**config.mk**
```make
export PLATFORM = sky130hd
export DESIGN_NAME = dn_benes_cfg_loader_flat
export DESIGN_NICKNAME = d
export VERILOG_FILES = /design/src/rtl/dn_pkg.sv /design/src/rtl/dn_benes_cfg_loader_if.sv /design/src/rtl/dn_cfg_shadow.sv /design/src/rtl/dn_benes_cfg_loader.sv /design/src/flat_wrapper.sv
export SDC_FILE = /design/constraint.sdc
export NUM_CORES = 2
export LEC_CHECK = 0
export CORE_AREA = 10 10 328 330
export CTS_BUF_LIST = sky130_fd_sc_hd__clkbuf_16
export DETAILED_ROUTE_END_ITERATION = 12
export DIE_AREA = 0 0 338 340
export HOLD_SLACK_MARGIN = 0.1
export PLACE_DENSITY_LB_ADDON = 0.12
export SKIP_LAST_GASP = 1
export SLEW_MARGIN = 10
export SYNTH_ARGS = -nofsm -noshare
export SYNTH_HDL_FRONTEND = slang
export SYNTH_SLANG_ARGS = --single-unit
```
**constraint.sdc**
```tcl
create_clock -name clk -period 5.27 [get_ports clk]
set_input_delay 0.527 -clock clk [delete_from_list [all_inputs] [get_ports clk]]
set_output_delay 0.527 -clock clk [all_outputs]
set_load 0.05 [all_outputs]
```
**src/rtl/dn_pkg.sv**
```systemverilog
// Shared types and sizing helpers for the Benes config loader slice.
// Latency: n/a (types and constant functions only).
// Backpressure: n/a.
package dn_pkg;

  // Loader FSM states
  typedef enum logic [1:0] {
    ST_IDLE = 2'd0,
    ST_SET  = 2'd1,
    ST_RUN  = 2'd2,
    ST_DONE = 2'd3
  } dn_state_e;

  // Number of Benes stages for an n-wide network
  function automatic int n_levels(input int n);
    return 2 * $clog2(n) - 1;
  endfunction

  // Total route-bit width: 2 bits per router, n/2 routers per stage
  function automatic int route_w(input int n);
    return 2 * n_levels(n) * (n / 2);
  endfunction

  localparam int DEF_N        = 32;
  localparam int DEF_N_LEVELS = n_levels(DEF_N);
  localparam int ROUTE_W      = route_w(DEF_N);

endpackage

```
**src/rtl/dn_benes_cfg_loader_if.sv**
```systemverilog
// Config, batch-control, vector and network-side signals of the loader.
// Latency: n/a (wiring only).
// Backpressure: cfg_ready and vec_ready are the only upstream throttles.
interface dn_benes_cfg_loader_if
  import dn_pkg::*;
#(
  parameter int N       = 32,
  parameter int DW_DATA = 8,
  parameter int CNT_W   = 11,
  parameter int ROUTE_W = route_w(N)
);
  logic                 cfg_valid;
  logic                 cfg_ready;
  logic [N-1:0]         cfg_data;
  logic                 start;
  logic [CNT_W-1:0]     num_vec;
  logic                 vec_valid;
  logic                 vec_ready;
  logic [DW_DATA*N-1:0] vec_data;
  logic                 set_en;
  logic                 route_en;
  logic [ROUTE_W-1:0]   route_signals;
  logic [DW_DATA*N-1:0] dn_in;
  logic                 dn_in_valid;
  logic                 busy;
  logic                 done;
  logic                 err_start;

  // Upstream controller / operand source side
  modport master (
    output cfg_valid, cfg_data, start, num_vec, vec_valid, vec_data,
    input  cfg_ready, vec_ready, set_en, route_en, route_signals,
           dn_in, dn_in_valid, busy, done, err_start
  );

  // Loader side
  modport slave (
    input  cfg_valid, cfg_data, start, num_vec, vec_valid, vec_data,
    output cfg_ready, vec_ready, set_en, route_en, route_signals,
           dn_in, dn_in_valid, busy, done, err_start
  );
endinterface

```
**src/rtl/dn_cfg_shadow.sv**
```systemverilog
// Shadow buffer collecting one route word per Benes level, level 0 first.
// Latency: a written word is visible on shadow_o the cycle after acceptance.
// Backpressure: full_o stays high once all levels are loaded until clear_i.
module dn_cfg_shadow
  import dn_pkg::*;
#(
  parameter  int N        = 32,
  parameter  int N_LEVELS = n_levels(32),
  localparam int SH_W     = N_LEVELS * N,
  localparam int LVL_W    = $clog2(N_LEVELS + 1)
) (
  input  logic            clk,
  input  logic            reset,
  input  logic            wr_vld_i,
  input  logic [N-1:0]    wr_dat_i,
  input  logic            clear_i,
  output logic            full_o,
  output logic [SH_W-1:0] shadow_o
);
  logic [LVL_W-1:0] lvl_cnt_q;
  logic [SH_W-1:0]  shadow_q;
  logic             wr_acc;

  assign full_o   = (lvl_cnt_q == LVL_W'(N_LEVELS));
  assign wr_acc   = wr_vld_i & ~full_o;
  assign shadow_o = shadow_q;

  // Write the next level slot on each accepted beat; clear rewinds the counter
  always_ff @(posedge clk or negedge reset) begin
    if (!reset) begin
      lvl_cnt_q <= '0;
      shadow_q  <= '0;
    end else if (clear_i) begin
      lvl_cnt_q <= '0;
    end else if (wr_acc) begin
      shadow_q[int'(lvl_cnt_q) * N +: N] <= wr_dat_i;
      lvl_cnt_q                         <= lvl_cnt_q + LVL_W'(1);
    end
  end
endmodule

```
**src/rtl/dn_benes_cfg_loader.sv**
```systemverilog
// Loads Benes route config via a shadow buffer, commits it, then streams a counted batch.
// Latency: route_signals valid 1 cycle after SET; dn_in 1 cycle after vector acceptance.
// Backpressure: cfg_ready low while shadow full; vec_ready high only in RUN, stalls on vec_valid=0.
module dn_benes_cfg_loader
  import dn_pkg::*;
#(
  parameter int N        = 32,
  parameter int DW_DATA  = 8,
  parameter int N_LEVELS = n_levels(N),
  parameter int MAX_VEC  = 1024,
  parameter int CNT_W    = $clog2(MAX_VEC + 1)
) (
  input logic                  clk,
  input logic                  reset,
  dn_benes_cfg_loader_if.slave bus
);
  localparam int               ROUTE_W = 2 * N_LEVELS * (N / 2);
  localparam logic [CNT_W-1:0] MAX_CNT = CNT_W'(MAX_VEC);

  dn_state_e            state_q;
  logic [CNT_W-1:0]     num_q;
  logic [CNT_W-1:0]     num_d;
  logic [CNT_W-1:0]     vec_cnt_q;
  logic [CNT_W-1:0]     vec_cnt_d;
  logic [ROUTE_W-1:0]   route_q;
  logic [ROUTE_W-1:0]   shadow_vec;
  logic [DW_DATA*N-1:0] dn_in_q;
  logic                 set_en_q;
  logic                 route_en_q;
  logic                 vec_ready_q;
  logic                 dn_in_valid_q;
  logic                 busy_q;
  logic                 done_q;
  logic                 err_start_q;
  logic                 shadow_full;
  logic                 shadow_clear;
  logic                 vec_acc;

  // The shadow is rewound during SET; no beat can land then because cfg_ready is low
  assign shadow_clear = (state_q == ST_SET);
  assign vec_acc      = bus.vec_valid & vec_ready_q;
  assign num_d        = (bus.num_vec > MAX_CNT) ? MAX_CNT : bus.num_vec;
  assign vec_cnt_d    = vec_cnt_q + CNT_W'(1);

  dn_cfg_shadow #(
    .N        (N),
    .N_LEVELS (N_LEVELS)
  ) u_shadow (
    .clk      (clk),
    .reset    (reset),
    .wr_vld_i (bus.cfg_valid),
    .wr_dat_i (bus.cfg_data),
    .clear_i  (shadow_clear),
    .full_o   (shadow_full),
    .shadow_o (shadow_vec)
  );

  // Batch FSM with registered strobes, route commit and the 1-deep vector register
  always_ff @(posedge clk or negedge reset) begin
    if (!reset) begin
      state_q       <= ST_IDLE;
      num_q         <= '0;
      vec_cnt_q     <= '0;
      route_q       <= '0;
      dn_in_q       <= '0;
      set_en_q      <= 1'b0;
      route_en_q    <= 1'b0;
      vec_ready_q   <= 1'b0;
      dn_in_valid_q <= 1'b0;
      busy_q        <= 1'b0;
      done_q        <= 1'b0;
      err_start_q   <= 1'b0;
    end else begin
      set_en_q      <= 1'b0;
      done_q        <= 1'b0;
      err_start_q   <= 1'b0;
      dn_in_valid_q <= 1'b0;
      case (state_q)
        ST_IDLE: begin
          if (bus.start) begin
            if (shadow_full) begin
              num_q     <= num_d;
              vec_cnt_q <= '0;
              set_en_q  <= 1'b1;
              busy_q    <= 1'b1;
              state_q   <= ST_SET;
            end else begin
              err_start_q <= 1'b1;
            end
          end
        end
        ST_SET: begin
          route_q    <= shadow_vec;
          route_en_q <= 1'b1;
          if (num_q != '0) begin
            vec_ready_q <= 1'b1;
            state_q     <= ST_RUN;
          end else begin
            done_q  <= 1'b1;
            state_q <= ST_DONE;
          end
        end
        ST_RUN: begin
          if (vec_acc) begin
            dn_in_q       <= bus.vec_data;
            dn_in_valid_q <= 1'b1;
            vec_cnt_q     <= vec_cnt_d;
            if (vec_cnt_d == num_q) begin
              vec_ready_q <= 1'b0;
              done_q      <= 1'b1;
              state_q     <= ST_DONE;
            end
          end
        end
        ST_DONE: begin
          route_en_q <= 1'b0;
          busy_q     <= 1'b0;
          state_q    <= ST_IDLE;
        end
        default: state_q <= ST_IDLE;
      endcase
    end
  end

  assign bus.cfg_ready     = ~shadow_full;
  assign bus.vec_ready     = vec_ready_q;
  assign bus.set_en        = set_en_q;
  assign bus.route_en      = route_en_q;
  assign bus.route_signals = route_q;
  assign bus.dn_in         = dn_in_q;
  assign bus.dn_in_valid   = dn_in_valid_q;
  assign bus.busy          = busy_q;
  assign bus.done          = done_q;
  assign bus.err_start     = err_start_q;
endmodule

```
**src/flat_wrapper.sv**
```systemverilog
// flat-port wrapper written by rule: the top's interface ports become plain ports
module dn_benes_cfg_loader_flat import dn_pkg::*;
#(
  parameter int N        = 32,
  parameter int DW_DATA  = 8,
  parameter int N_LEVELS = n_levels(N),
  parameter int MAX_VEC  = 1024,
  parameter int CNT_W    = $clog2(MAX_VEC + 1)
)
  (clk, reset, bus_cfg_valid, bus_cfg_data, bus_start, bus_num_vec, bus_vec_valid, bus_vec_data, bus_cfg_ready, bus_vec_ready, bus_set_en, bus_route_en, bus_route_signals, bus_dn_in, bus_dn_in_valid, bus_busy, bus_done, bus_err_start);
  dn_benes_cfg_loader_if #(.N(N), .DW_DATA(DW_DATA), .CNT_W(CNT_W)) bus_i ();
  input logic clk;
  input logic reset;
  input wire logic [$bits(bus_i.cfg_valid)-1:0] bus_cfg_valid;
  input wire logic [$bits(bus_i.cfg_data)-1:0] bus_cfg_data;
  input wire logic [$bits(bus_i.start)-1:0] bus_start;
  input wire logic [$bits(bus_i.num_vec)-1:0] bus_num_vec;
  input wire logic [$bits(bus_i.vec_valid)-1:0] bus_vec_valid;
  input wire logic [$bits(bus_i.vec_data)-1:0] bus_vec_data;
  output wire logic [$bits(bus_i.cfg_ready)-1:0] bus_cfg_ready;
  output wire logic [$bits(bus_i.vec_ready)-1:0] bus_vec_ready;
  output wire logic [$bits(bus_i.set_en)-1:0] bus_set_en;
  output wire logic [$bits(bus_i.route_en)-1:0] bus_route_en;
  output wire logic [$bits(bus_i.route_signals)-1:0] bus_route_signals;
  output wire logic [$bits(bus_i.dn_in)-1:0] bus_dn_in;
  output wire logic [$bits(bus_i.dn_in_valid)-1:0] bus_dn_in_valid;
  output wire logic [$bits(bus_i.busy)-1:0] bus_busy;
  output wire logic [$bits(bus_i.done)-1:0] bus_done;
  output wire logic [$bits(bus_i.err_start)-1:0] bus_err_start;
  assign bus_i.cfg_valid = bus_cfg_valid;
  assign bus_i.cfg_data = bus_cfg_data;
  assign bus_i.start = bus_start;
  assign bus_i.num_vec = bus_num_vec;
  assign bus_i.vec_valid = bus_vec_valid;
  assign bus_i.vec_data = bus_vec_data;
  assign bus_cfg_ready = bus_i.cfg_ready;
  assign bus_vec_ready = bus_i.vec_ready;
  assign bus_set_en = bus_i.set_en;
  assign bus_route_en = bus_i.route_en;
  assign bus_route_signals = bus_i.route_signals;
  assign bus_dn_in = bus_i.dn_in;
  assign bus_dn_in_valid = bus_i.dn_in_valid;
  assign bus_busy = bus_i.busy;
  assign bus_done = bus_i.done;
  assign bus_err_start = bus_i.err_start;
  dn_benes_cfg_loader #(.N(N), .DW_DATA(DW_DATA), .N_LEVELS(N_LEVELS), .MAX_VEC(MAX_VEC), .CNT_W(CNT_W)) u_core (.clk(clk), .reset(reset), .bus(bus_i));
endmodule
```
# Word level (Yosys, flattened, before mapping)
# Index checks and enable logic that the tools add are counted.
[totals]
regBits = 867
input_bits = 304
output_inout_bits = 552
wordCells = 82
[classes]
add_sub_neg = 3
order_cmp = 1
eq_ne = 10
shift = 2
n_mux = 34
bitwise_logic = 4
n_reduce_logical = 14
[op_table]
columns = ["op", "n"]
rows = [
  ["$bwmux W288", 1],
  ["$shift A32 B33 Y288 const A", 1],
  ["$shiftx A32 B33 Y288", 1],
  ["$mux W11", 4],
  ["$neg A9 Y33", 1],
  ["$pmux W11 S2", 1],
  ["$mux W1", 17],
  ["$reduce_and A4 Y1", 3],
  ["$add A11 B1 Y11 const B", 1],
  ["$eq A11 B11 Y1", 1],
  ["$gt A11 B11 Y1 const B", 1],
  ["$reduce_bool A11 Y1", 1],
  ["$reduce_bool A2 Y1", 5],
  ["$mux W2", 4],
  ["$mux W4", 2],
  ["$pmux W1 S2", 4],
  ["$pmux W2 S4", 1],
  ["$ne A2 B1 Y1 const B", 3],
  ["$reduce_and A3 Y1", 2],
  ["$add A4 B1 Y4 const B", 1],
  ["$eq A2 B2 Y1 const B", 2],
  ["$eq A4 B4 Y1 const B", 1],
  ["$ne A2 B2 Y1 const B", 2],
  ["$reduce_and A2 Y1", 2],
  ["4 further kinds", 6],
]

# Longest topological paths before layout
[depth]
depth_word = 5
depth_mapped = 11
ltp_nobuf = 9

# Modules after synthesis
# Synthesis repeated with hierarchy kept, for this count alone.
[hier_totals]
hier_cells = 2632
area_unflattened_um2 = 33842.5
[modules_own_cells]
columns = ["mod", "instances", "cells_per_inst", "area_per_inst_um2"]
rows = [
  ["dn_benes_cfg_loader", 1, 1886, 21899.8],
  ["dn_cfg_shadow", 1, 746, 11942.7],
]

# Least setup slack after synthesis
# Ideal clock, no wire load.
[synth_path]
path_kind = "reg2reg"
startpoint = "reg u_core.u_shadow.lvl_cnt_q[1]"
endpoint = "reg u_core.u_shadow.shadow_q[127] (netlist: u_core.u_shadow.shadow_o[127])"
setup_ns = 0.095
arrival_time_ns = 2.438
required_time_ns = 5.175
setup_slack_ns = 2.737
path_stages_with_launch = 10
path_buffers = 1
cell_sequence = "dfrtp_1 -> inv_1 -> ha_1 -> and3b_1 -> inv_1 -> nand2_1 -> nor4_4 -> nand3_1 -> clkbuf_1 -> o31ai_1"
[synth_between]
elab_chain_cells = 4
word_cells_on_any_way = 8
[synth_lines]
columns = ["element", "line_no", "text"]
rows = [
  ["from (decl)", "dn_cfg_shadow.sv:20", "logic [LVL_W-1:0] lvl_cnt_q;"],
  ["from (signal assigned)", "dn_cfg_shadow.sv:37", "lvl_cnt_q <= lvl_cnt_q + LVL_W'(1);"],
  ["$eq A4 B4 Y1", "dn_cfg_shadow.sv:24", "assign full_o = (lvl_cnt_q == LVL_W'(N_LEVELS));"],
  ["$not A1 Y1", "-", ""],
  ["via bus_cfg_ready", "flat_wrapper.sv:20", "output wire logic [$bits(bus_i.cfg_ready)-1:0] bus_cfg_ready;"],
  ["$and A1 B1 Y1", "dn_cfg_shadow.sv:25", "assign wr_acc = wr_vld_i & ~full_o;"],
  ["$reduce_and A2 Y1 (no source line)", "-", ""],
  ["to (signal, indexed assignment)", "dn_cfg_shadow.sv:36", "shadow_q[int'(lvl_cnt_q) * N +: N] <= wr_dat_i;"],
  ["to (decl)", "dn_cfg_shadow.sv:21", "logic [SH_W-1:0] shadow_q;"],
]
# The timed path passes the listed nets, and every way through them passes these cells.
# A chain may end at the register's enable or synchronous reset.

# Worst setup path after layout
[layout_path]
startpoint = "reg u_core.u_shadow.lvl_cnt_q[0]"
endpoint = "reg u_core.u_shadow.shadow_q[221] (netlist: u_core.u_shadow.shadow_o[221])"
[layout_between]
elab_chain_cells = 4
word_cells_on_any_way = 8
[layout_lines]
columns = ["element"]
rows = [
  ["parallel branches: the longest is 4 deep, another holds $neg A9 Y33"],
]
# Parallel ways; which one is timed is not known.

==> results.yml <==
status:
  status: "finished, final reports clean"
logic_synthesis:
  synth_edf_count: 0
  synth_top_area_cell: "dfrtp_1"
  yosysWarnings: 0
  synth.avg_cell_area_um2: 10.94
  synth.area.top_cells: "dfrtp_1 (66%), nand2_1 (14%), mux2_2 (9.9%)"
  synth_flop_cell: "dfrtp_1"
  syn_area_mm2: 0.03298
  synth_top_area_share_pct: 65.79
  syn_inst: 3014
  seq_area_frac_synth_pct: 65.79
  synthDistinctLibCells: 59
  synth_nets: 3327
  ys_ff_latch: 867
  async_flop_share_pct: 100.0
detailed_routing:
  drtIter0Drc: 1464
  drt-pass1-iter-count: 5
  routedWlPerCell_um: 25.04
  wl_um: 132400
  vias: 24610
  postRouteAntennaNets: 0
  via_per_inst: 4.655
  drc: 0
power:
  power_density_mw_per_mm2: 673.3
  p_seq_share_pct: 32.7
  ir_drop_mv: 0.3921
  p_comb_share_pct: 46.0
  power_switching_mw: 14.02
  finalPower_mw: 31.03
  leakage_nw: 21.70
  pwr-share-clk_pct: 21.2
  intPower_mw: 17.02
  switching_share_pct: 45.17
worst_setup_path:
  crit_cells: 10
  critPathBufInv: 3
  arrival_ns: 4.10
  path_class: "register to register"
  reg2reg_depth: 10
  cp_top_family: "simple AND/OR/NAND/NOR gates"
  max_stage_delay_ns: 0.71
  crit_path_end_kind: "register"
  slowest_stage: "nand3_1"
  worstPathCellList: "buf_4 > inv_1 > ha_1 > nor2b_1 > nand2b_1 > nand3_1 > nor3_2 > buf_4 > nand2_1 > o21ai_0"
  worstPathRequired_ns: 5.85
  cp_max_fo: 40
  path_common_cell: "buf_4"
  crit_path_start_kind: "register"
global_routing:
  antenna_found_initial: 44
  grt_max_degree: 183
  grt.total_usage_pct: 22.58
  grt_first_pass_wirelength_um: 189300
  grt.overflow.total: 0
  top_usage_layer: "met2"
  grt_pass1_vias: 25210
  use_met3_pct: 9.018
  met1_usage_pct: 26.61
  met2_usage_pct: 37.82
floorplanning:
  io_pins: 856
  design.die.area_mm2: 0.1149
  core-area_mm2: 0.1012
  start_util_pct: 32.60
  die-width_um: 338
  die_height_um: 340
  rows: 117
cells_and_area:
  nets: 4143
  mostFrequentLayoutCells: "nand2_1 (1238), dfrtp_1 (866), clkdlybuf4s50_1 (854), mux2_2 (290), o21ai_0 (213)"
  fillerInstances: 9510
  drive_gt1_share_pct: 12.19
  final_common_cell: "nand2_1"
  postLayoutCellArea_mm2: 0.04609
  area_growth_pct: 39.77
clocking:
  cts_max_level: 3
  clock-sinks: 867
  clock_path_buffers: 3
  cts-buffers-inserted: 96
  tritoncts: "built"
  clkLatencyLatePin_ns: 0.68
  post_cts_buffers: 0
  clock-root-buffer: "clkbuf_16"
  clkTransAtPathRegs_ns: 0.06
timing:
  worstMarginPinSlew_ns: 1.084
  fin_crit_ns: 3.515
  fin_skew_ns: 0.03184
  setup_viol: 0
  hold_violations: 0
  drv_slew: 0
  fmax_mhz: 284.5
  slew_headroom_pct: 27.53
  period_share_pct: 66.70
  tns_ns: 0
  grt_setup_unrepaired: "false"
placement:
  portBuffers: 855
  placed_area_mm2: 0.04301
  dp.final_hpwl_um: 95900
  place_congestion: 0.8500
flow_run:
  drv_cap: 0
worst_hold_path:
  min_path_type: "input port to register"
  min_path_cells: 3
[metal layers]
metal | up-vias | share of wire [%]
li1 | 11480 | -
met4 | 8 | 2.4
met3 | 191 | 9.9
met1 | 12200 | 39
met2 | 739 | 49
met5 | - | 0.038
[sequential cells by signal (all words and copies together) (netlist names), 2 cells and up]
name                       flops
u_core.bus.dn_in             256
u_core.u_shadow.shadow_o     288
u_core.bus.route_signals     288
u_core.u_shadow.lvl_cnt_q      4
u_core.vec_cnt_q              11
u_core.num_q                  11
u_core.state_q                 2
[kinds of logic after synthesis]
kind of cell | Yosys count | synth area share (%)
flip-flops | 867 | 65.79
AND/OR/NAND/NOR | 1346 | 16.11
adder cells (fa/ha/maj) | 9 | 0.3415
XOR/XNOR | 16 | 0.4250
AO/OA/AOI/OAI | 300 | 5.202
buffers and inverters | 184 | 2.155
multiplexers | 292 | 9.979
[through the flow]
step | std cells | hold WS (ns) | worst slack (ns) | utilization, %
floorplan | 3014 | 0.2314 | 2.737 | -
global placement | 5099 | 0.4478 | 1.837 | 42.52
detailed placement | 5099 | 0.4546 | 1.746 | 42.52
CTS | 5274 | 0.3198 | 1.710 | 45.53
global route | 5280 | 0.3510 | 1.389 | 45.55
finish | 5287 | 0.3664 | 1.755 | 45.57
[worst reg2reg max path, cell delays in order (launching register included)]
cell and delay, ns:
dfrtp_2 0.34, buf_4 0.38, inv_1 0.22, ha_1 0.28, nor2b_1 0.15, nand2b_1 0.22, nand3_1 0.71, nor3_2 0.50
buf_4 0.35, nand2_1 0.10, o21ai_0 0.20
[worst paths after layout]
| check | end | start | slack (ns) |
|---|---|---|---|
| worst max register to register | u_core.u_shadow.shadow_o[221] | u_core.u_shadow.lvl_cnt_q[0] | 1.76 |
| min in group asynchronous | u_core.u_shadow.shadow_o[114] | reset | 0.47 |
| max in group asynchronous | u_core.u_shadow.shadow_o[139] | reset | 3.37 |
| worst max-delay path | u_core.u_shadow.shadow_o[221] | u_core.u_shadow.lvl_cnt_q[0] | 1.76 |
| worst min register to register | u_core.u_shadow.shadow_o[3] | u_core.u_shadow.shadow_o[3] | 0.47 |
| worst min-delay path | u_core.bus.dn_in[206] | bus_vec_data[206] | 0.37 |
[cells in the mapped netlist, types with 3 or more instances]
| master | count |
|---|---|
| xnor2_1 | 9 |
| nor2_1 | 21 |
| nand2b_1 | 3 |
| a21o_1 | 3 |
| o21ai_0 | 213 |
| nor3_1 | 7 |
| inv_1 | 10 |
| nand3b_1 | 14 |
| dfrtp_1 | 867 |
| buf_4 | 4 |
| buf_2 | 3 |
| nand3_1 | 29 |
| xor2_1 | 7 |
| o31ai_1 | 62 |
| ha_1 | 9 |
| nand4_1 | 3 |
| mux2_2 | 290 |
| nand2_1 | 1240 |
| buf_1 | 5 |
| and3_1 | 5 |
| a21oi_1 | 3 |
| clkbuf_1 | 160 |
[timing repair]
item                                   CTS  global route
hold buffers                             1             0
endpoints found under the hold margin   76             0
resized for setup                        0             0
[power groups by stage]
stage / clock [mW] / combinational, mW / sequential, mW
after floorplan: 0 / 3.70 / 15.2
after global placement: 0 / 14.4 / 10.2
after detailed placement: 0 / 14.4 / 10.2
after CTS: 6.77 / 14.5 / 10.2
after global routing: 7.02 / 15.2 / 10.4
final: 6.59 / 14.3 / 10.2
[final cells by class]
class / instances / area, um2 / share of cell area [%]
clock inverters: 75 / 561.8 / 1.219
diodes: 13 / 32.53 / 0.07058
well taps: 1368 / 1712 / 3.714
inverters: 11 / 48.80 / 0.1059
multi-input cells: 1963 / 10640 / 23.08
clock buffers: 99 / 2477 / 5.375
repair buffers: 891 / 8924 / 19.36
flip-flops and latches: 867 / 21700 / 47.07
(Power assumes the default switching activity.)
